`src/rtl/pipeline_hazard_ctrl.sv`:
```
// Hazard/stall/flush control and operand-forward select generation for the five-stage MIPS pipeline.
// Optional macro HAZARD_FORWARD_EN enables forwarding selects and restricts operand stalls to load-use.
module pipeline_hazard_ctrl #(
  parameter int MD_CYCLES = 32,
  parameter int REG_W     = 5
) (
  input  logic             Clk,
  input  logic             Reset,
  input  logic [REG_W-1:0] idRs,
  input  logic [REG_W-1:0] idRt,
  input  logic             idUsesRs,
  input  logic             idUsesRt,
  input  logic             idIsMulDiv,
  input  logic             idReadsHiLo,
  input  logic             exRegWrite,
  input  logic             exMemRead,
  input  logic [REG_W-1:0] exDest,
  input  logic             memRegWrite,
  input  logic [REG_W-1:0] memDest,
  input  logic             branchTaken,
  output logic             pcWrite,
  output logic             ifIdWrite,
  output logic             ifIdFlush,
  output logic             idExBubble,
  output logic [1:0]       forwardA,
  output logic [1:0]       forwardB,
  output logic             mdBusy,
  output logic [15:0]      stallCount,
  output logic [0:0]       mdState
);

  localparam logic [0:0] RUN     = 1'b0;
  localparam logic [0:0] MD_BUSY = 1'b1;

  logic [7:0] mdCnt;
  logic       exMatchRs, exMatchRt, memMatchRs, memMatchRt;
  logic       exHit, memHit, loadUse;
  logic       operandStall, mdStall, flush, stall, mdIssue;

  // $0 is hardwired zero, so it never creates a dependency.
  assign exMatchRs  = idUsesRs && exRegWrite  && (exDest  != '0) && (exDest  == idRs);
  assign exMatchRt  = idUsesRt && exRegWrite  && (exDest  != '0) && (exDest  == idRt);
  assign memMatchRs = idUsesRs && memRegWrite && (memDest != '0) && (memDest == idRs);
  assign memMatchRt = idUsesRt && memRegWrite && (memDest != '0) && (memDest == idRt);

  assign exHit   = exMatchRs || exMatchRt;
  assign memHit  = memMatchRs || memMatchRt;
  assign loadUse = exMemRead && exHit;

`ifdef HAZARD_FORWARD_EN
  assign operandStall = loadUse;

  always_comb begin
    forwardA = 2'b00;
    forwardB = 2'b00;
    if (exMatchRs)       forwardA = 2'b10;
    else if (memMatchRs) forwardA = 2'b01;
    if (exMatchRt)       forwardB = 2'b10;
    else if (memMatchRt) forwardB = 2'b01;
  end
`else
  // Without bypass paths every in-flight producer must drain; a load is just an EX producer.
  assign operandStall = loadUse || exHit || memHit;
  assign forwardA     = 2'b00;
  assign forwardB     = 2'b00;
`endif

  assign mdBusy  = (mdCnt != 8'd0);
  assign mdState = mdBusy ? MD_BUSY : RUN;
  assign mdStall = mdBusy && (idIsMulDiv || idReadsHiLo);

  // A taken branch overrides every stall: the ID instruction is discarded anyway.
  assign flush   = branchTaken;
  assign stall   = !flush && (operandStall || mdStall);
  assign mdIssue = idIsMulDiv && !stall && !flush;

  assign pcWrite    = !stall;
  assign ifIdWrite  = !stall;
  assign ifIdFlush  = flush;
  assign idExBubble = flush || stall;

  always_ff @(posedge Clk or posedge Reset) begin
    if (Reset) begin
      mdCnt <= 8'd0;
    end else if (mdIssue) begin
      mdCnt <= 8'(MD_CYCLES);
    end else if (mdCnt != 8'd0) begin
      mdCnt <= mdCnt - 8'd1;
    end
  end

  always_ff @(posedge Clk or posedge Reset) begin
    if (Reset) begin
      stallCount <= 16'd0;
    end else if (!pcWrite && (stallCount != 16'hFFFF)) begin
      stallCount <= stallCount + 16'd1;
    end
  end

endmodule

```
`config.mk`:
```
export PLATFORM = sky130hd
export DESIGN_NAME = pipeline_hazard_ctrl
export DESIGN_NICKNAME = d
export VERILOG_FILES = /design/src/rtl/pipeline_hazard_ctrl.sv
export SDC_FILE = /design/constraint.sdc
export NUM_CORES = 1
export LEC_CHECK = 0
export ABC_AREA = 0
export CORE_ASPECT_RATIO = 1.5
export CORE_UTILIZATION = 50
export CTS_BUF_LIST = sky130_fd_sc_hd__clkbuf_4 sky130_fd_sc_hd__clkbuf_8
export DETAILED_ROUTE_END_ITERATION = 10
export PLACE_DENSITY = 0.88
export SYNTH_ARGS = -nofsm -noshare
export SYNTH_HDL_FRONTEND = slang
export SYNTH_SLANG_ARGS = --single-unit
```
`constraint.sdc`:
```
create_clock -name Clk -period 6.4 [get_ports Clk]
set_clock_uncertainty 0.1 [all_clocks]
set_input_delay 1.6 -clock Clk [delete_from_list [all_inputs] [get_ports Clk]]
set_output_delay 1.6 -clock Clk [all_outputs]
set_load 0.01 [all_outputs]
```
==> summary.md <==
| Metric | Value |
|---|---|
| Leak pwr | `0.948 nW` |
| Clock transition at path regs | `0.08 ns` |
| Placed insts | `235` |
| HPWL after DPL | `between 2 and 3 mm` |
| DRT Pass-1 Iters | `4` |
| Initial antenna violation count | `0` |
| Clock root cell | `clkbuf_8` |
| Register area share after synthesis | `37.7%` |
| Post-route worst setup slack | `0.820 ns` |
| CP Data Required Time | `4.70 ns` |
| R2R depth | `7` |
| H-tree depth | `1` |
| Nets | `233` |
| Global-route wire length before repair | `5.67 mm` |
| Syn Inst Count | `153` |
| CP Launch Type | `input pin` |
| Final setup viols | `0` |
| Final worst-path cycle share | `87.2%` |
| TritonCTS clock tree | `built` |
| GRT Total Usage | `between 20 and 25%` |
| Worst ir drop on vdd | `roughly 0.15 mV` |
| Highest routed layer | `met4` |
| Layout area overhead | `33.7%` |
| Relative slew margins | `between 30% and 40%` |
| Worst Path Class, Setup | `in -> out` |
| Register area | `601 um^2` |
| Row count | `24` |
| Clk buf depth | `2` |
| Hold path endpoint | `stallCount[13]` |
| Initial DRC count | `23` |
| IO Port Bufs | `50` |
| Share of post-route cells with drive strength above 1 | `11.0%` |
| Hold Path Depth | `1` |
| Min Hold Slack | `0.401 ns` |
| Fillers | `212` |
| Setup TNS | `0 ns` |
| CP arrival | `3.88 ns` |
| Die height | `71.2 um` |
| Outcome | `completed` |
| Routed vias | `1291` |
| Worst-Margin Slew | `0.902 ns` |
| Crit. Startpoint | `exDest[2]` |
| Full die area | `approximately 0.0034 mm^2` |
| DR WL met3 | `around 160 um` |
| Power Total | `0.558 mW` |
| Final min period | `5.58 ns` |
| Hold Fails Final Rpt | `0` |
| Max-slew violation total from the final report | `0` |
| GP Congestion | `0.956` |
| Post-CTS Setup Repair Bufs | `0` |
| Achievable frequency | `179 MHz` |
| Final non-filler cell total | `239` |
| Post-route ant nets | `0` |
| Antenna diodes | `0` |
| Core outline area | `0.00297 mm^2` |
| R2R Path End | `stallCount[1]` |
| Vias in the first global route | `roughly 1300` |
| Area of the multi-input gates | `about 900 um^2` |
| Initial core utilization | `a little over half` |
| WL per Instance | `14.5 um` |
| Synth Register Bits | `24` |
| R2r setup slk | `3.87 ns` |
| Die Wd | `just under 50 um` |
| MaxCap Viol Count | `0` |
| Hold path startpoint | `stallCount[13]` |
| P per Cell Area | `262 mW/mm^2` |
| RSZ-0062 raised after global routing | `no` |
| Overflow after GRT | `0` |
| Tightest Hold Check Type | `reg -> reg` |
| Synth unique cells | `36` |
| Dpl ws | `0.809 ns` |
| DRC errors left | `0` |
| DR WL met2 | `1.96 mm` |
| Routed WL | `3.48 mm` |
| Clock latency on the worst-skew pair | `~0.26 ns` |
| Worst r2r src | `mdCnt[2]` |
| Post-Syn Area | `0.00159 mm^2` |
| Top-level port count | `56` |
| Post-CTS Resized | `0` |
| Synth Area per Inst | `10.4 um^2` |
| Post-Route M1 WL | `1.30 mm` |
| Cts-stage hold buffer count | `0` |
| Synth warnings | `0` |
| CTS Buf Count | `3` |
| Drt via density | `5.40` |
| Clock Sinks | `24` |
| Kind of end point of the critical path | `output port` |
| Worst Path Max Fanout | `4` |
| Pin count of the biggest net entering global routing | `25` |
[layout make-up]
cell class | count | share of cell area, %
sequential | 24 | 28.2
inverter | 4 | 0.705
timing repair buffer | 51 | 23.8
tap | 39 | 2.29
clock buffer | 4 | 2.58
multi-input combinational | 117 | 42.4
[how the worst max path moves through the flow]
| stage | endpoint | slack (ns) | depth (start not counted) |
|---|---|---|---|
| floorplan | pcWrite | 1.59 | 8 |
| global placement | ifIdWrite | 0.88 | 7 |
| detailed placement | ifIdWrite | 0.81 | 7 |
| CTS | ifIdWrite | 0.81 | 7 |
| global route | ifIdWrite | 0.71 | 7 |
| finish | ifIdWrite | 0.82 | 7 |
[metal layers]
| layer | vias up | global-route usage [%] |
|---|---|---|
| li1 | 616 | - |
| met1 | 611 | 25.6 |
| met2 | 58 | 39.3 |
| met3 | 6 | 4.08 |
| met4 | 0 | 7.41 |
| met5 | - | 0 |
[where the power goes]
group          internal, mW  switching [mW]
clock network        0.0548          0.0448
logic                 0.114           0.100
registers             0.196          0.0474
[synth_stat cells (all sizes together)]
cell	number	area share, %
a31o	1	0.55
a32oi	2	1.1
and2	4	1.6
and3	4	1.6
and4	1	0.55
buf	10	5.2
clkbuf	1	0.24
conb	1	0.24
dfrtp	24	38
ha	2	1.6
inv	4	0.94
mux2	2	1.4
nand2	10	2.4
nand2b	3	1.2
nand3	5	1.6
nand3b	2	1.2
nand4	3	1.2
nand4b	1	0.55
nor2	2	0.47
nor3	13	7.5
nor3b	1	0.47
nor4	6	4.1
nor4b	1	0.55
o211a	1	0.63
o21ai	4	1.3
o221a	1	0.71
or2	1	0.39
or3	1	0.39
or4	2	0.94
xnor2	7	3.8
xor2	33	18
[metrics by stage]
stage	cell area (um^2)	utilization, %
floorplan	1610	-
global placement	2080	69.8
detailed placement	2080	69.8
CTS	2130	71.7
global route	2130	71.7
finish	2130	71.7
[flip-flops by register name (all words and copies together) (netlist names)]
register	cells
stallCount	16
mdCnt	8
[logic make-up after synthesis]
family,Yosys count,synth area share (%)
AOI/OAI and AO/OA,9,4.24
adders and majority gates,2,1.57
DFF,24,37.7
and+or+nand+nor,60,26.5
muxes,2,1.41
buffers and inverters,15,6.36
other,1,0.235
xor gates and xnor gates,40,22.0
[worst max-delay path, stage by stage]
cell	delay [ns]
clkdlybuf4s50_1	0.50
xor2_1	0.21
nor4_2	0.31
a32oi_1	0.15
o221a_1	0.32
or2_2	0.31
clkdlybuf4s50_1	0.48
[cells in the final DEF, fill, tap and decap left out, types with 2 or more instances in the layout]
cell type        Yosys  final
xnor2_1              7      7
a32oi_1              2      2
and2_1               4      4
nor3_1               2      2
and3_1               4      4
nand3_1              5      5
clkdlybuf4s50_1      0     50
nor3_2              11     11
xor2_1              33     33
nand2_1             10     10
nand4_1              3      3
dfrtp_1             24     24
nand2b_1             3      3
or4_1                2      2
nor4_1               3      3
conb_1               1      4
inv_1                4      4
ha_1                 2      2
o21ai_0              4      4
nor2_1               2      2
nor4_2               2      2
mux2_1               2      2
clkbuf_8             0      4
Power figures use the tool's default switching activity.
